==> src/rtl/pport_host_if.sv <==
// Request and parallel-port bus signals of the pport host, grouped so the
// host core and its environment share one bundle.
interface pport_host_if;
  logic       i_wr_stb;
  logic [7:0] i_wr_data;
  logic       i_rd_stb;
  logic       o_busy;
  logic       o_rd_stb;
  logic [7:0] o_rd_data;
  logic       o_err;
  logic       i_err_clr;
  logic       o_pp_dir;
  logic       o_pp_clk;
  logic [7:0] o_pp_data;
  logic       o_pp_oe;
  logic [7:0] i_pp_data;
  logic       i_pp_clkfb;

  // master: the host core; slave: requester plus peripheral side.
  modport master (
    input  i_wr_stb, i_wr_data, i_rd_stb, i_err_clr, i_pp_data, i_pp_clkfb,
    output o_busy, o_rd_stb, o_rd_data, o_err,
    output o_pp_dir, o_pp_clk, o_pp_data, o_pp_oe
  );

  modport slave (
    output i_wr_stb, i_wr_data, i_rd_stb, i_err_clr, i_pp_data, i_pp_clkfb,
    input  o_busy, o_rd_stb, o_rd_data, o_err,
    input  o_pp_dir, o_pp_clk, o_pp_data, o_pp_oe
  );
endinterface

==> src/rtl/pport_host.sv <==
// Host end of the pport byte interface: turns single-cycle write/read requests
// into pp_dir/pp_clk bus transactions completed by the peripheral's clock echo.
module pport_host #(
  parameter int SETUP_CYCLES = 2,
  parameter int TURN_CYCLES  = 4,
  parameter int TIMEOUT      = 1024
) (
  input logic          i_clk,
  input logic          i_reset_n,
  pport_host_if.master pp
);

  localparam int MAX_ST = (TURN_CYCLES > SETUP_CYCLES) ? TURN_CYCLES : SETUP_CYCLES;
  localparam int CNT_MAX = (TIMEOUT > MAX_ST) ? TIMEOUT : MAX_ST;
  localparam int CW = $clog2(CNT_MAX + 1);

  typedef enum logic [1:0] {IDLE, TURN, SETUP, WAITFB} state_t;

  state_t        state;
  logic [CW-1:0] cnt;
  logic          rd_q;
  logic          fb_q, fb_s;
  logic [7:0]    data_q, data_s;

  assign pp.o_busy = (state != IDLE);

  // NOTE: every register here uses <= so all of them sample the pre-edge
  // values of each other; a blocking = would leak a new value into the same edge.
  always_ff @(posedge i_clk or negedge i_reset_n) begin
    if (!i_reset_n) begin
      state        <= IDLE;
      cnt          <= '0;
      rd_q         <= 1'b0;
      fb_q         <= 1'b0;
      fb_s         <= 1'b0;
      data_q       <= '0;
      data_s       <= '0;
      pp.o_pp_dir  <= 1'b1;
      pp.o_pp_oe   <= 1'b0;
      pp.o_pp_clk  <= 1'b0;
      pp.o_pp_data <= '0;
      pp.o_rd_stb  <= 1'b0;
      pp.o_rd_data <= '0;
      pp.o_err     <= 1'b0;
    end else begin
      // Echo and data share one synchronizer depth so they stay aligned.
      fb_q        <= pp.i_pp_clkfb;
      fb_s        <= fb_q;
      data_q      <= pp.i_pp_data;
      data_s      <= data_q;
      pp.o_rd_stb <= 1'b0;
      if (pp.i_err_clr) pp.o_err <= 1'b0;

      case (state)
        IDLE: begin
          if (pp.i_wr_stb || pp.i_rd_stb) begin
            rd_q <= !pp.i_wr_stb;
            cnt  <= '0;
            if (pp.i_wr_stb) pp.o_pp_data <= pp.i_wr_data;
            if (pp.i_wr_stb != pp.o_pp_dir) begin
              pp.o_pp_dir <= pp.i_wr_stb;
              pp.o_pp_oe  <= 1'b0;
              state       <= TURN;
            end else begin
              pp.o_pp_oe <= pp.o_pp_dir;
              state      <= SETUP;
            end
          end
        end

        TURN: begin
          if (cnt == CW'(TURN_CYCLES - 1)) begin
            pp.o_pp_oe <= pp.o_pp_dir;
            cnt        <= '0;
            state      <= SETUP;
          end else begin
            cnt <= cnt + 1'b1;
          end
        end

        SETUP: begin
          if (cnt == CW'(SETUP_CYCLES - 1)) begin
            pp.o_pp_clk <= ~pp.o_pp_clk;
            cnt         <= '0;
            state       <= WAITFB;
          end else begin
            cnt <= cnt + 1'b1;
          end
        end

        WAITFB: begin
          if (fb_s == pp.o_pp_clk) begin
            state <= IDLE;
            if (rd_q) begin
              pp.o_rd_data <= data_s;
              pp.o_rd_stb  <= 1'b1;
            end
          end else if (cnt == CW'(TIMEOUT - 1)) begin
            // Abort leaves o_pp_clk toggled; the next byte toggles from here.
            pp.o_err <= 1'b1;
            state    <= IDLE;
          end else begin
            cnt <= cnt + 1'b1;
          end
        end

        default: state <= IDLE;
      endcase
    end
  end

endmodule

==> src/flat_wrapper.sv <==
// flat-port wrapper written by rule: the top's interface ports become plain ports
module pport_host_flat 
#(
  parameter int SETUP_CYCLES = 2,
  parameter int TURN_CYCLES  = 4,
  parameter int TIMEOUT      = 1024
)
  (i_clk, i_reset_n, pp_i_wr_stb, pp_i_wr_data, pp_i_rd_stb, pp_i_err_clr, pp_i_pp_data, pp_i_pp_clkfb, pp_o_busy, pp_o_rd_stb, pp_o_rd_data, pp_o_err, pp_o_pp_dir, pp_o_pp_clk, pp_o_pp_data, pp_o_pp_oe);
  pport_host_if pp_i ();
  input logic i_clk;
  input logic i_reset_n;
  input wire logic [$bits(pp_i.i_wr_stb)-1:0] pp_i_wr_stb;
  input wire logic [$bits(pp_i.i_wr_data)-1:0] pp_i_wr_data;
  input wire logic [$bits(pp_i.i_rd_stb)-1:0] pp_i_rd_stb;
  input wire logic [$bits(pp_i.i_err_clr)-1:0] pp_i_err_clr;
  input wire logic [$bits(pp_i.i_pp_data)-1:0] pp_i_pp_data;
  input wire logic [$bits(pp_i.i_pp_clkfb)-1:0] pp_i_pp_clkfb;
  output wire logic [$bits(pp_i.o_busy)-1:0] pp_o_busy;
  output wire logic [$bits(pp_i.o_rd_stb)-1:0] pp_o_rd_stb;
  output wire logic [$bits(pp_i.o_rd_data)-1:0] pp_o_rd_data;
  output wire logic [$bits(pp_i.o_err)-1:0] pp_o_err;
  output wire logic [$bits(pp_i.o_pp_dir)-1:0] pp_o_pp_dir;
  output wire logic [$bits(pp_i.o_pp_clk)-1:0] pp_o_pp_clk;
  output wire logic [$bits(pp_i.o_pp_data)-1:0] pp_o_pp_data;
  output wire logic [$bits(pp_i.o_pp_oe)-1:0] pp_o_pp_oe;
  assign pp_i.i_wr_stb = pp_i_wr_stb;
  assign pp_i.i_wr_data = pp_i_wr_data;
  assign pp_i.i_rd_stb = pp_i_rd_stb;
  assign pp_i.i_err_clr = pp_i_err_clr;
  assign pp_i.i_pp_data = pp_i_pp_data;
  assign pp_i.i_pp_clkfb = pp_i_pp_clkfb;
  assign pp_o_busy = pp_i.o_busy;
  assign pp_o_rd_stb = pp_i.o_rd_stb;
  assign pp_o_rd_data = pp_i.o_rd_data;
  assign pp_o_err = pp_i.o_err;
  assign pp_o_pp_dir = pp_i.o_pp_dir;
  assign pp_o_pp_clk = pp_i.o_pp_clk;
  assign pp_o_pp_data = pp_i.o_pp_data;
  assign pp_o_pp_oe = pp_i.o_pp_oe;
  pport_host #(.SETUP_CYCLES(SETUP_CYCLES), .TURN_CYCLES(TURN_CYCLES), .TIMEOUT(TIMEOUT)) u_core (.i_clk(i_clk), .i_reset_n(i_reset_n), .pp(pp_i));
endmodule
==> config.mk <==
export PLATFORM = sky130hd
export DESIGN_NAME = pport_host_flat
export DESIGN_NICKNAME = d
export VERILOG_FILES = /design/src/rtl/pport_host_if.sv /design/src/rtl/pport_host.sv /design/src/flat_wrapper.sv
export SDC_FILE = /design/constraint.sdc
export NUM_CORES = 1
export LEC_CHECK = 0
export ABC_AREA = 1
export BUFFER_PORTS_ARGS = -buffer_cell sky130_fd_sc_hd__buf_2
export CORE_MARGIN = 1.5
export CORE_UTILIZATION = 62
export CTS_BUF_LIST = sky130_fd_sc_hd__clkbuf_4
export CTS_CLUSTER_DIAMETER = 80
export DETAILED_ROUTE_END_ITERATION = 16
export PLACE_DENSITY = 0.95
export SYNTH_ARGS = -nofsm -noshare
export SYNTH_HDL_FRONTEND = slang
export SYNTH_SLANG_ARGS = --single-unit
==> constraint.sdc <==
create_clock -name i_clk -period 3.4 [get_ports i_clk]
set_clock_uncertainty 0.2 [all_clocks]
set_input_delay 0 -clock i_clk [delete_from_list [all_inputs] [get_ports i_clk]]
set_output_delay 0 -clock i_clk [all_outputs]
set_load 0.05 [all_outputs]
== Word-level counts from Yosys, hierarchy flattened ==
Index checks and enable logic that the tools add are counted.
Storage, ports and cells
  bits in registers: 53
  input bits: 22
  output and inout bits: 22
  logic and storage cells: 67
Cells by class
  add/sub/neg operators: 1
  equal/unequal tests: 14
  muxes and demuxes: 24
  bitwise logic cells: 1
  reductions and logical operators: 13
Operators by type and width (number)
  2-to-1 mux 11 bit: 5
  case mux 11 bit (4 select lines): 1
  AND reduction 3 bit: 5
  2-to-1 mux 2 bit: 6
  adder 11 x 1 -> 11 bit (second input constant): 1
  equality test 11 x 1 -> 1 bit (second input constant): 1
  equality test 11 x 10 -> 1 bit (second input constant): 1
  equality test 11 x 2 -> 1 bit (second input constant): 1
  2-to-1 mux 1 bit: 10
  case mux 2 bit (4 select lines): 1
  != test 2 x 1 -> 1 bit (second input constant): 3
  equality test 2 bit (second input constant): 2
  != test 2 bit (second input constant): 2
  AND reduction 2 bit: 2
  AND reduction 4 bit: 1
  nonzero test 2 bit: 2
  != test 3 x 1 -> 1 bit (second input constant): 1
  equality test 2 x 1 -> 1 bit (second input constant): 1
  logical NOT 2 bit: 1
  case mux 1 bit (2 select lines): 1
  equality test 1 bit: 1
  logical NOT 1 bit: 1
  logical OR 1 bit: 1
  != test 1 bit: 1
  NOT 1 bit: 1

== Logic depth before layout (Yosys ltp) ==
Gate-level depths: netlist (run 1).
  word-level depth: 4
  depth in mapped cells: 10
  depth with buffers taken out: 10

== Least setup slack after synthesis (run 1) ==
OpenSTA, ideal clock, no wires.
  kind: register to register
  start: register u_core.pp.o_pp_clk
  end: register u_core.cnt[1]
  library setup time: 118 ps
  arrival: 1441 ps
  data required time: 3082 ps
  setup slack: 1640 ps
  stages on the path, launching flop included: 11
  path buffers: 1
  period minus slack after synthesis: 1760 ps
  path through: dfrtp_1 inv_1 nand2_1 nand3_1 nand2_1 inv_1 nand2_4 inv_4 buf_6 nand4_1 nand2_1
Between the ends
  longest elaborated chain between the ends: 3
RTL lines
  from (decl): RTL line pport_host_if.sv:23  | output o_pp_dir, o_pp_clk, o_pp_data, o_pp_oe
  from (signal assigned): RTL line pport_host.sv:83  | pp.o_pp_clk <= ~pp.o_pp_clk;
  equality test 1 bit: RTL line pport_host.sv:92  | if (fb_s == pp.o_pp_clk) begin
  != test 2 bit (no source line)
  AND reduction 3 bit (no source line)
  to (signal assigned): RTL line pport_host.sv:77  | cnt <= cnt + 1'b1;
  to (signal assigned): RTL line pport_host.sv:87  | cnt <= cnt + 1'b1;
  to (signal assigned): RTL line pport_host.sv:103  | cnt <= cnt + 1'b1;
  to (decl): RTL line pport_host.sv:20  | logic [CW-1:0] cnt;
No other way between the ends.
A chain may end at the register's enable or synchronous reset.

== Worst setup path in the final report (run 1) ==
  start: register u_core.state[0]
  end: register u_core.pp.o_pp_data[3]
Between the ends
  longest elaborated chain between the ends: 2
RTL lines
  from (decl): RTL line pport_host.sv:19  | state_t state;
  from (signal assigned): RTL line pport_host.sv:31  | state <= IDLE;
  from (signal assigned): RTL line pport_host.sv:63  | state <= TURN;
  from (signal assigned): RTL line pport_host.sv:66  | state <= SETUP;
  logical NOT 2 bit: RTL line pport_host.sv:54  | case (state)
  AND reduction 3 bit (no source line)
  to (signal assigned): RTL line pport_host.sv:59  | if (pp.i_wr_stb) pp.o_pp_data <= pp.i_wr_data;
  to (decl): RTL line pport_host_if.sv:23
No other way between the ends.

==> results of run 1 <==
## area by class of cell
class	count	area (sq um)	area share
clock inverter	3	45.0	0.0147
tap	48	60.1	0.0196
timing repair buffer	73	515	0.169
multi-input combinational	193	962	0.315
inverter	29	111	0.0364
sequential	53	1330	0.434
clock buffer	5	37.5	0.0123
## metal layers
layer / up-vias / GRT usage / part of all wire
met5: - / 0 / 0
met4: 0 / 0.292 / 0.082
met3: 76 / 0.128 / 0.10
li1: 1040 / - / -
met1: 1137 / 0.435 / 0.35
met2: 214 / 0.615 / 0.47
## stage by stage
| step | util | instances | power [uW] | hold WS, ns |
|---|---|---|---|---|
| after floorplan | - | 278 | 1700 | -0.496 |
| after global placement | 0.720 | 366 | 1910 | -0.0928 |
| after detailed placement | 0.720 | 366 | 1970 | -0.0907 |
| after CTS | 0.823 | 404 | 2430 | 0.0389 |
| after global routing | 0.823 | 404 | 2660 | 0.0402 |
| final | 0.823 | 404 | 2540 | 0.0531 |
## synth_stat cells
cell / n / share of area
sky130_fd_sc_hd__clkinv_1: 1 / 0.0015
sky130_fd_sc_hd__dfrtp_1: 52 / 0.54
sky130_fd_sc_hd__inv_1: 27 / 0.042
sky130_fd_sc_hd__nor2_1: 16 / 0.025
sky130_fd_sc_hd__inv_4: 1 / 0.0026
sky130_fd_sc_hd__buf_2: 1 / 0.0021
sky130_fd_sc_hd__buf_6: 1 / 0.0047
sky130_fd_sc_hd__a31oi_1: 4 / 0.010
sky130_fd_sc_hd__nand3_2: 2 / 0.0083
sky130_fd_sc_hd__nor2_2: 1 / 0.0026
sky130_fd_sc_hd__xor2_1: 3 / 0.011
sky130_fd_sc_hd__nand2_4: 1 / 0.0047
sky130_fd_sc_hd__and2_1: 1 / 0.0026
sky130_fd_sc_hd__o211ai_1: 3 / 0.0093
sky130_fd_sc_hd__o21bai_1: 1 / 0.0031
sky130_fd_sc_hd__ha_1: 8 / 0.041
sky130_fd_sc_hd__clkbuf_1: 1 / 0.0015
sky130_fd_sc_hd__nand3_1: 22 / 0.045
sky130_fd_sc_hd__nand4_1: 4 / 0.010
sky130_fd_sc_hd__a21oi_1: 1 / 0.0021
sky130_fd_sc_hd__dfstp_2: 1 / 0.011
sky130_fd_sc_hd__or2_1: 1 / 0.0026
sky130_fd_sc_hd__nand2_1: 107 / 0.17
sky130_fd_sc_hd__o21ai_2: 3 / 0.011
sky130_fd_sc_hd__nand4_4: 1 / 0.0088
sky130_fd_sc_hd__a21oi_2: 1 / 0.0036
sky130_fd_sc_hd__nor2_4: 1 / 0.0047
sky130_fd_sc_hd__o22ai_1: 1 / 0.0026
sky130_fd_sc_hd__o21ai_0: 11 / 0.023
## power by group
part	leakage, uW	internal (uW)	switching (uW)
logic	0.000898	332	956
registers	0.000663	782	104
clock network	0.0000448	158	210
## timing repair
item                                    CTS  global route
endpoints found under the setup margin    0             0
hold buffers                             30             0
hold endpoints to repair                 74             0
## flip-flops by register name (all words and copies together) (netlist names)
register / cells
u_core.pp.o_pp_clk: 1
u_core.state: 2
u_core.pp.o_rd_stb: 1
u_core.data_s: 8
u_core.pp.o_err: 1
u_core.pp.o_pp_dir: 1
u_core.fb_q: 1
u_core.pp.o_pp_oe: 1
u_core.fb_s: 1
u_core.rd_q: 1
u_core.cnt: 11
u_core.pp.o_pp_data: 8
u_core.pp.o_rd_data: 8
u_core.data_q: 8
## critical path: cells and delay by family (launching register included)
kind                       cells  cell delay (ns)
adders and majority gates      1             0.29
buffers and inverters          3             1.01
DFF                            1             0.43
and+or+nand+nor                3             0.49
## how the worst max path moves through the flow
stage / startpoint / endpoint / slack (ns) / cells after the start
3_5_place_dp: u_core.state[0] / u_core.pp.o_rd_data[3] / 1.38 / 6
6_report: u_core.state[0] / u_core.pp.o_pp_data[3] / 0.88 / 7
2_1_floorplan: u_core.pp.o_pp_clk / u_core.cnt[1] / 1.64 / 10
4_1_cts: u_core.state[0] / u_core.pp.o_pp_data[7] / 1.03 / 7
5_1_grt: u_core.state[1] / u_core.pp.o_pp_data[3] / 0.77 / 7
3_3_place_gp: u_core.state[0] / u_core.pp.o_rd_data[5] / 1.46 / 6
## cells by family after synthesis
group / share of synthesized area
simple gates: 0.281
flops: 0.548
buf+inv: 0.0543
compound gates: 0.0646
fa+ha+maj: 0.0413
xor+xnor: 0.0109
==> impl_summary.md, run 1 <==
Yosys
The sequential share of the synthesized area is 0.548. The area of the mapped netlist is 2420 sq um. The count of distinct cell types in the synthesized netlist is 29.

The number of warnings reported in the yosys synthesis log is 0. The flop and latch count out of synthesis is 53. The post-synthesis cell count is 278. Counting every net in the synthesized netlist gives 308.

A synthesized cell averages 8.71 sq um.

Worst setup path
Walking the worst path, the cells encountered are inv_1 -> ha_1 -> nand2_1 -> clkinv_1 -> nand2_1 -> nand2_1 -> dlygate4sd3_1. In this run the critical register-to-register path is captured at u_core.pp.o_pp_data[3]. The critical path's slowest cell is sky130_fd_sc_hd__dlygate4sd3_1.

In this run the register-to-register setup slack is 0.88 ns. By startpoint and endpoint, the worst setup path is classified as reg2reg. The number of cells on the worst reg-to-reg path is 7.

The maximum fanout along the worst path is 10. The cell with the most instances on the worst path is sky130_fd_sc_hd__nand2_1. At the worst endpoint, the required time is 3.48 ns. The startpoint identified for the worst register-to-register timing path is u_core.state[0].

The largest single stage delay on the critical path is 0.58 ns. The endpoint class of the critical path is a flop. The worst setup path is launched from a flop. The arrival time of the worst setup path is 2.59 ns.

Pwr
The peak supply drop is 0.000591 V. The power per cell area is 831 nW/um^2. The leakage power is 0.00161 uW.

Route
The overall routed net length is 7.45 mm. The post-route DRC violation count is 0. The count of nets left with antenna violations once routing finished came out at 0. The average wire per cell in the routed design is 18.4 microns. After the first detailed-routing iteration, the DRC count stood at 407.

The final route contains 2,467 vias. Before antenna repair, the detailed router went through 8 iterations. The via density per instance is 6.11.

Floorplanning
The core region is 3720 sq um. The full die area is 4290 sq um. During I/O placement, the number of pins put on the boundary was 44.

The initial standard-cell utilization of the core is 0.652. The overall die height is 65.5 microns. The floorplan die width is 65.5 microns. The number of standard-cell rows in the floorplan is 22.

STA
The final total negative setup slack is 0 ns. The hold violation count in the final report is 0. The tightest slew margin relative to the limit is 0.232. Setup violations remaining at the end of the flow were counted as 0. Based on the critical path, the design can be clocked at up to 397 MHz.

The final-report max-slew violation count is 0. Of the available clock period, the critical path in the final layout requires 0.741. Setup repair after global routing left no endpoint under its margin. The worst path in the final design needs a cycle of 2.52 ns, including I/O delays and setup. Setup slack closes at 0.881 ns. At the pin with the least slew margin, the transition time is 1.15 ns.

Placement
The congestion estimate from routability-driven global placement came to 0.912. The post-detailed-placement cell area is 2680 sq um. The total of buffers placed on input and output ports is 43. The worst slack at placement is 1.38 ns. The half-perimeter wire length of the detailed placement result is 3.77 mm.

Global route
The number of global-route vias before repair was 2,476. The global-route congestion overflow total is 0. The number of antenna violations at the first check in global routing came to 0. The aggregate global-route resource usage is 0.389.

The maximum number of pins on one net before global-route repair is 54. The first global-routing pass estimated 12.0 mm of wire.

Final layout
Leaving out fill and tap cells, the most frequent cells in the layout are sky130_fd_sc_hd__nand2_1, sky130_fd_sc_hd__dfrtp_1, sky130_fd_sc_hd__buf_2, sky130_fd_sc_hd__dlygate4sd3_1, sky130_fd_sc_hd__inv_1. After the last flow step, the layout net total stands at 385. The post-layout instance area is 3060 sq um. After filler insertion, the fill cell instance count of the layout stands at 190. The most common cell after layout, fill and taps aside is sky130_fd_sc_hd__nand2_1. The share of final-layout standard cells stronger than drive strength 1 is 0.174. Relative to the synthesized area, the layout overhead comes to 26.4%. The repair_antennas step left the layout with diodes totalling 0.

Worst hold path
The worst hold path terminates at u_core.data_q[3]. The number of stages on the worst hold path is 2. The path type of the worst min-delay path is in2reg.

The startpoint of the worst hold path is pp_i_pp_data[3].

Clock tree
The number of CTS-inserted buffers is 5. The setup fix buffers added after clock tree synthesis is 0. The clock tree root driver cell is sky130_fd_sc_hd__clkbuf_4. The count of clock tree sinks is 53. The total of cells resized after clock tree synthesis is 0. The clock passes through at most 2 buffers.

The insertion delay to the later sink of the worst-skew pair is 0.38 ns. CTS built an H-tree with a depth of 2. After clock tree synthesis, the clock-pin slew on the worst setup and hold paths is 0.15 ns. TritonCTS built the clock tree.

Outcome
The flow ran to the end, and the final reports show no timing, DRC or antenna violations.

Job
The reported max-cap violation count is 0.
(Power assumes the default switching activity.)
==> run 2: changes to the inputs <==
- ABC_AREA: 1 -> 0
- CORE_UTILIZATION: 62 -> 51
- PLACE_DENSITY: 0.95 -> 0.87
- clock period: 3.4 -> 2.3 ns (I/O delays scaled with it)
==> run 2 against run 1 <==
Power grew 47%. Flip-flop and latch count unchanged. Synthesized area decreased by 6.4%. Sequential share of layout area grew 1.2 points. Clock power increased by 15%. Non-clock buffer count rose by 8. First-iteration DRC count shrank 63%.
==> impl_summary.md, run 2 <==
Final layout
The count of filler cells inserted in the layout is 320 (was 190). The flip-flop count of the largest register after layout is 11 (unchanged). The area occupied by registers is 1330 sq um (unchanged). The final net count is 311 (was 385).

The register with the most flip-flops is u_core.cnt (unchanged). The growth of design area from synthesis to finish was 31.5% (was 26.4%). The diode insertion count for antenna repair is 0 (unchanged). Leading cell types in the layout, fill and taps excluded: sky130_fd_sc_hd__dfrtp_1, sky130_fd_sc_hd__buf_2, sky130_fd_sc_hd__nand2_1, sky130_fd_sc_hd__dlygate4sd3_1, sky130_fd_sc_hd__buf_4 (was sky130_fd_sc_hd__nand2_1, sky130_fd_sc_hd__dfrtp_1, sky130_fd_sc_hd__buf_2, sky130_fd_sc_hd__dlygate4sd3_1, sky130_fd_sc_hd__inv_1). The share of final-layout standard cells stronger than drive strength 1 was 0.333 (was 0.174). The combined area of the multi-input logic cells came to 921 sq um (was 962 sq um). The most common cell after layout, fill and taps aside is sky130_fd_sc_hd__dfrtp_1 (was sky130_fd_sc_hd__nand2_1).

Floorplanning
The total core area was 4320 sq um (was 3720 sq um). The number of placed I/O pins is 44 (unchanged). The overall die height is 69.7 microns (was 65.5 microns). The initial standard-cell utilization of the core is 0.524 (was 0.652). The number of standard-cell rows in the floorplan is 24 (was 22).

The floorplan die width came to 69.7 microns (was 65.5 microns). The full die area is 4850 sq um (was 4290 sq um).

Route
The post-route DRC violation count is 0 (unchanged). The number of optimization iterations in the first detailed-route pass is 5 (was 8). The DRC violation total after the first TritonRoute iteration is 151 (was 407). The via count is 1,857 (was 2,467). The average wire per cell in the routed design was 16.3 microns (was 18.4 microns). The via density per instance is 5.56 (was 6.11).

The overall routed net length was 5.43 mm (was 7.45 mm). The remaining antenna violation count is 0 (unchanged).

STA
The total setup violations reported at the end of the flow came to 0 (unchanged). The final total negative setup slack is 0 ns (unchanged). The final-report max-slew violation count is 0 (unchanged). The tightest slew margin relative to the limit came to 0.457 (was 0.232). The share of the clock period used by the worst path is 0.986 (was 0.741). The hold violation count in the final report came to 0 (unchanged).

The shortest period the worst path allows is 2.27 ns (was 2.52 ns). The worst hold margin was 0.0601 ns (was 0.0531 ns). Unrepaired setup endpoints after global routing: true (was false). The peak clock frequency supported by timing is 441 MHz (was 397 MHz). The slew at the pin with the worst max-slew slack came to 0.812 ns (was 1.15 ns).

Worst setup path
The maximum fanout along the worst path is 13 (was 10). The kind of start point of the critical path is a flop (unchanged). The required time at the endpoint of the critical path came to 2.36 ns (was 3.48 ns). The worst reg-to-reg setup slack was 0.03 ns (was 0.88 ns).

The arrival time of the worst setup path was 2.33 ns (was 2.59 ns). The endpoint of the most critical register-to-register path is u_core.cnt[8] (was u_core.pp.o_pp_data[3]). The critical path endpoint was u_core.cnt[8] (was u_core.pp.o_pp_data[3]). The endpoint class of the critical path is a flop (unchanged). The count of cells along the worst register-to-register path is 5 (was 7).

The type of the setup path with the least slack is reg2reg (unchanged). The reg-to-reg startpoint is u_core.cnt[9] (was u_core.state[0]). The worst setup path startpoint is u_core.cnt[9] (was u_core.state[0]).

Clock tree
The maximum clock insertion buffer count came to 2 (unchanged). The clock transition at the register clock pins on the worst setup and hold paths after CTS is 0.15 ns (about the same). The number of CTS-inserted buffers was 5 (unchanged).

The count of clock tree sinks is 53 (unchanged). The H-tree level count is 2 (unchanged). The insertion delay to the later sink of the worst-skew pair is 0.38 ns (about the same). The CTS tree is built (unchanged). The clock tree root driver cell was sky130_fd_sc_hd__clkbuf_4 (unchanged).

Worst hold path
The number of stages on the worst hold path is 2 (unchanged). The path type of the worst min-delay path is in2reg (unchanged). The startpoint of the worst hold path is pp_i_pp_data[3] (unchanged).

Yosys
The average cell area after synthesis is 11.6 sq um (was 8.71 sq um). The post-synthesis cell count is 195 (was 278). The number of synthesized flops with an enable pin is 0 (unchanged). The library cell with the largest summed area after synthesis is sky130_fd_sc_hd__dfrtp_1 (unchanged). The area of the mapped netlist is 2270 sq um (was 2420 sq um).

The number of nets produced by synthesis came to 225 (was 308). Largest cells by area after synthesis: sky130_fd_sc_hd__dfrtp_1, sky130_fd_sc_hd__nand2_1, sky130_fd_sc_hd__ha_1 (was sky130_fd_sc_hd__dfrtp_1, sky130_fd_sc_hd__nand2_1, sky130_fd_sc_hd__nand3_1). The count of distinct cell types in the synthesized netlist is 46 (was 29). The flop and latch count out of synthesis is 53 (unchanged). The dominant register cell in the synthesized netlist is sky130_fd_sc_hd__dfrtp_1 (unchanged). The number of warnings reported in the yosys synthesis log came to 0 (unchanged).

The most numerous cell in the Yosys netlist was sky130_fd_sc_hd__dfrtp_1 (was sky130_fd_sc_hd__nand2_1). The share of flip-flops with an asynchronous set or reset is 1.00 (unchanged). The sequential share of the synthesized area is 0.586 (was 0.548). Top post-synthesis cells by count: sky130_fd_sc_hd__dfrtp_1, sky130_fd_sc_hd__nand2_1, sky130_fd_sc_hd__inv_1, sky130_fd_sc_hd__o21ai_0 (was sky130_fd_sc_hd__nand2_1, sky130_fd_sc_hd__dfrtp_1, sky130_fd_sc_hd__inv_1, sky130_fd_sc_hd__nand3_1, sky130_fd_sc_hd__nor2_1). The area share of the leading cell type in the synthesized netlist is 0.574 (was 0.537).

Pwr
The leakage power came to 0.00145 uW (was 0.00161 uW). The power per cell area is 1250 nW/um^2 (was 831 nW/um^2). The peak supply drop is 0.000982 V (was 0.000591 V).

Global route
The aggregate global-route resource usage is 0.238 (was 0.389). The number of global-route vias before repair is 1,920 (was 2,476). The maximum number of pins on one net before global-route repair was 36 (was 54). The number of antenna violations at the first check in global routing is 0 (unchanged). The global-route congestion overflow total came to 0 (unchanged). The wire length of the first global-routing pass is 9.03 mm (was 12.0 mm).

Job
The reported max-cap violation count is 0 (unchanged).

Placement
The total of buffers placed on input and output ports is 43 (unchanged). The placer's final routability congestion estimate is 0.850 (was 0.912). The half-perimeter wire length of the detailed placement result was 3.43 mm (was 3.77 mm).

Outcome
Result of the run: finished, final reports clean (unchanged).
## run 2: critical path, stage by stage, from the launching register on
cell	delay, ns
sky130_fd_sc_hd__dfrtp_1	0.47
sky130_fd_sc_hd__or4_4	0.54
sky130_fd_sc_hd__nor4_2	0.34
sky130_fd_sc_hd__o32a_4	0.29
sky130_fd_sc_hd__a21oi_2	0.05
sky130_fd_sc_hd__a211o_1	0.27
## run 2: worst min-delay path by stage
stage | end | slack, ns
6_report | u_core.data_q[3] | 0.06
5_1_grt | u_core.data_q[1] | 0.05
4_1_cts | u_core.data_q[3] | 0.04
3_5_place_dp | u_core.pp.o_rd_data[1] | -0.24
3_3_place_gp | u_core.pp.o_rd_data[5] | -0.25
2_1_floorplan | u_core.cnt[0] | -0.50
## run 2: power breakdown
group	internal (uW)	leakage, uW	switching [uW]	total, uW
combinational	657	0.000764	1340	2000
sequential	1170	0.000655	140	1310
clock	132	0.0000279	292	424
total	1950	0.00145	1770	3730
## run 2: logic make-up (layout without fill, tap and decap cells)
| group | Yosys count | in the layout | share of synthesized area |
|---|---|---|---|
| AO/OA/AOI/OAI | 30 | 30 | 0.0933 |
| adder cells (fa/ha/maj) | 8 | 8 | 0.0442 |
| multiplexers | 11 | 11 | 0.0530 |
| flip-flops | 53 | 53 | 0.586 |
| buffers and inverters | 14 | 101 | 0.0271 |
| AND/OR/NAND/NOR | 76 | 76 | 0.185 |
| XOR/XNOR | 3 | 3 | 0.0116 |
## run 2: stage by stage
stage / cell area (sq um) / cells / setup slack, ns / util / total power, uW
2_1_floorplan: 2270 / 195 / 0.163 / - / 2700
5_1_grt: 2980 / 334 / -0.0448 / 0.689 / 3940
3_5_place_dp: 2610 / 299 / -0.0113 / 0.604 / 3140
4_1_cts: 2920 / 331 / 0.0191 / 0.674 / 3610
6_report: 2980 / 334 / 0.0333 / 0.689 / 3730
3_3_place_gp: 2610 / 299 / 0.124 / 0.604 / 3050
## run 2: final cells by class
cell class              count  share of cell area
flip-flops and latches     53               0.446
multi-input cells         128               0.309
repair buffers             81               0.188
clock buffers               6              0.0151
well taps                  52              0.0218
inverters                  12              0.0151
clock inverters             2             0.00504
## run 2: timing repair
| item | CTS | global route |
|---|---|---|
| hold buffers | 24 | 0 |
| endpoints found under the hold margin | 74 | 0 |
| pin swaps | 1 | 1 |
| gates cloned | 0 | 0 |
| gates resized for setup | 1 | 9 |
| endpoints found under the setup margin | 6 | 13 |
| setup buffers | 0 | 3 |
## run 2: per-layer routing
layer | GRT usage | up-vias | wire length [microns]
met5 | 0 | - | 0
met4 | 0.109 | 0 | 175
met3 | 0.0523 | 17 | 305
met2 | 0.379 | 89 | 2700
met1 | 0.313 | 901 | 2250
li1 | - | 850 | -
==> run 3: changes to the inputs <==
- BUFFER_PORTS_ARGS: -buffer_cell sky130_fd_sc_hd__buf_2 -> not set
- CORE_MARGIN: 1.5 -> not set
- CORE_UTILIZATION: 51 -> 59
- DONT_BUFFER_PORTS: not set -> 1
- PLACE_DENSITY: 0.87 -> 0.88
==> run 3 against run 2 <==
Sequential share of layout area is 1.1 points higher. Combinational power is 36% lower. Fmax is 0.34% lower. Final area is 2.3% lower. Sequential power is 44% higher. Setup slack worse by 0.0078 ns. Routed wire length is 3.1% lower. Critical path depth stayed put. Largest cell class unchanged.
==> impl_summary.md, run 3 (synthesis gave the netlist of run 2 again) <==
Pwr
The total power draw was 3590 uW (was 3730 uW). The peak supply drop came to 0.000949 V (was 0.000982 V). The leakage power is 0.00134 uW (was 0.00145 uW).

The power per cell area is 1230 nW/um^2 (was 1250 nW/um^2).

Worst setup path
The delay of the slowest cell on the worst path is 0.58 ns (was 0.54 ns). The arrival time of the worst setup path is 2.39 ns (was 2.33 ns). The count of buffering cells on the critical path with inverters included came to 0 (unchanged). The critical path's top delay family is simple AND/OR/NAND/NOR gates (unchanged). The critical path's slowest cell is sky130_fd_sc_hd__or4_4 (unchanged). The endpoint class of the critical path is a flop (unchanged). The type of the setup path with the least slack was reg2reg (unchanged). The required time at the endpoint of the critical path was 2.41 ns (was 2.36 ns). The kind of start point of the critical path is a flop (unchanged). CP Cell Sequence: or4_4 -> nor4_4 -> and2b_2 -> nor3_4 -> mux2i_1 (was or4_4 -> nor4_2 -> o32a_4 -> a21oi_2 -> a211o_1). The maximum fanout along the worst path is 3 (was 13).

Clock tree
The number of CTS-inserted buffers came to 5 (unchanged). The clock tree root driver cell is sky130_fd_sc_hd__clkbuf_4 (unchanged). The insertion delay to the later sink of the worst-skew pair was 0.38 ns (about the same). The CTS tree is built (unchanged). The count of clock tree sinks was 53 (unchanged). The maximum clock insertion buffer count is 2 (unchanged). The clock transition at the register clock pins on the worst setup and hold paths after CTS is 0.16 ns (was 0.15 ns).

The H-tree level count is 2 (unchanged).

Route
The via density per instance came to 5.78 (was 5.56). The post-route DRC violation count is 0 (unchanged). The via count came to 1,741 (was 1,857). The number of optimization iterations in the first detailed-route pass is 5 (unchanged). The average wire per cell in the routed design is 17.5 microns (was 16.3 microns).

The overall routed net length is 5.27 mm (was 5.43 mm). The remaining antenna violation count is 0 (unchanged). The DRC violation total after the first TritonRoute iteration is 153 (was 151).

Global route
The number of global-route vias before repair is 1,723 (was 1,920). The aggregate global-route resource usage was 0.265 (was 0.238). The wire length of the first global-routing pass came to 8.07 mm (was 9.03 mm). The maximum number of pins on one net before global-route repair came to 54 (was 36).

The number of antenna violations at the first check in global routing is 0 (unchanged). The global-route congestion overflow total was 0 (unchanged).

Final layout
The share of final-layout standard cells stronger than drive strength 1 is 0.221 (was 0.333). The growth of design area from synthesis to finish was 28.5% (was 31.5%). The count of filler cells inserted in the layout is 199 (was 320).

Leading cell types in the layout, fill and taps excluded: sky130_fd_sc_hd__dfrtp_1, sky130_fd_sc_hd__nand2_1, sky130_fd_sc_hd__dlygate4sd3_1, sky130_fd_sc_hd__buf_4 (was sky130_fd_sc_hd__dfrtp_1, sky130_fd_sc_hd__buf_2, sky130_fd_sc_hd__nand2_1, sky130_fd_sc_hd__dlygate4sd3_1, sky130_fd_sc_hd__buf_4). The flip-flop count of the largest register after layout was 11 (unchanged). The register with the most flip-flops was u_core.cnt (unchanged). The most common cell after layout, fill and taps aside is sky130_fd_sc_hd__dfrtp_1 (unchanged). The final net count is 282 (was 311). The diode insertion count for antenna repair was 0 (unchanged).

Outcome
Result of the run: finished, final reports clean (unchanged).

STA
The total setup violations reported at the end of the flow came to 0 (unchanged). The shortest period the worst path allows is 2.27 ns (about the same). The peak clock frequency supported by timing is 440 MHz (was 441 MHz). The final-report max-slew violation count is 0 (unchanged).

The share of the clock period used by the worst path was 0.989 (was 0.986). The tightest slew margin relative to the limit was 0.653 (was 0.457). The worst hold margin is 0.0404 ns (was 0.0601 ns).

The slew at the pin with the worst max-slew slack is 0.520 ns (was 0.812 ns). Unrepaired setup endpoints after global routing: true (unchanged). The hold violation count in the final report is 0 (unchanged).

Placement
The half-perimeter wire length of the detailed placement result is 3.16 mm (was 3.43 mm). The placer's final routability congestion estimate is 0.873 (was 0.850). The total of buffers placed on input and output ports is 0 (was 43).

Floorplanning
The total core area is 3660 sq um (was 4320 sq um). The initial standard-cell utilization of the core is 0.619 (was 0.524). The full die area is 4090 sq um (was 4850 sq um).

The number of placed I/O pins is 44 (unchanged). The number of standard-cell rows in the floorplan is 22 (was 24). The floorplan die width came to 64.0 microns (was 69.7 microns). The overall die height is 64.0 microns (was 69.7 microns).

Worst hold path
The path type of the worst min-delay path is in2reg (unchanged).

Job
The reported max-cap violation count came to 0 (unchanged).
[run 3: stage by stage]
step | util | instance area (sq um) | TNS [ns] | setup slack (ns) | std cells
4_1_cts | 0.764 | 2800 | 0 | 0.0147 | 293
2_1_floorplan | - | 2270 | 0 | 0.163 | 195
3_5_place_dp | 0.656 | 2400 | 0 | 0.0472 | 253
6_report | 0.795 | 2910 | 0 | 0.0255 | 301
5_1_grt | 0.795 | 2910 | -0.212 | -0.0596 | 301
3_3_place_gp | 0.656 | 2400 | 0 | 0.134 | 253
[run 3: power by group]
| part | total (uW) | internal (uW) | leakage, uW | switching (uW) |
|---|---|---|---|---|
| Sequential | 1880 | 1160 | 0.000654 | 717 |
| Combinational | 1290 | 581 | 0.000652 | 708 |
| Clock | 422 | 135 | 0.0000360 | 287 |
[run 3: what timing repair did]
item | in CTS | in global routing
endpoints found under the setup margin | 0 | 13
hold buffers | 32 | 1
resized for setup | 0 | 9
setup buffers | 0 | 7
endpoints found under the hold margin | 78 | 1
[run 3: final cells by class]
type	count	area (sq um)	share of cell area
clock buffer	6	45.0	0.0155
sequential	53	1330	0.456
inverter	12	45.0	0.0155
timing repair buffer	52	490	0.168
tap	48	60.1	0.0206
multi-input combinational	128	928	0.319
clock inverter	2	13.8	0.00473
[run 3: worst reg2reg max path: cells and delay by family (launching register included)]
kind / cells / cell delay (ns)
simple gates: 4 / 1.39
flops: 1 / 0.41
mux: 1 / 0.23
[run 3: path summary, 6_finish.rpt]
check                            startpoint  cells after the start                 end  slack [ns]
max                           u_core.cnt[4]                      5     u_core.state[0]        0.03
min                            pp_i_err_clr                      2     u_core.pp.o_err        0.04
max reg2reg                   u_core.cnt[4]                      5     u_core.state[0]        0.03
min reg2reg                u_core.data_q[5]                      0    u_core.data_s[5]        0.15
max in group asynchronous         i_reset_n                      3  u_core.pp.o_pp_dir        1.19
min in group asynchronous         i_reset_n                      3     u_core.state[1]        0.44
[run 3: metal layers]
layer	routed length, microns	track usage	vias to the layer above
li1	-	-	790
met1	2040	0.320	865
met2	2890	0.479	69
met3	242	0.0500	17
met4	94	0.0739	0
met5	0	0	-
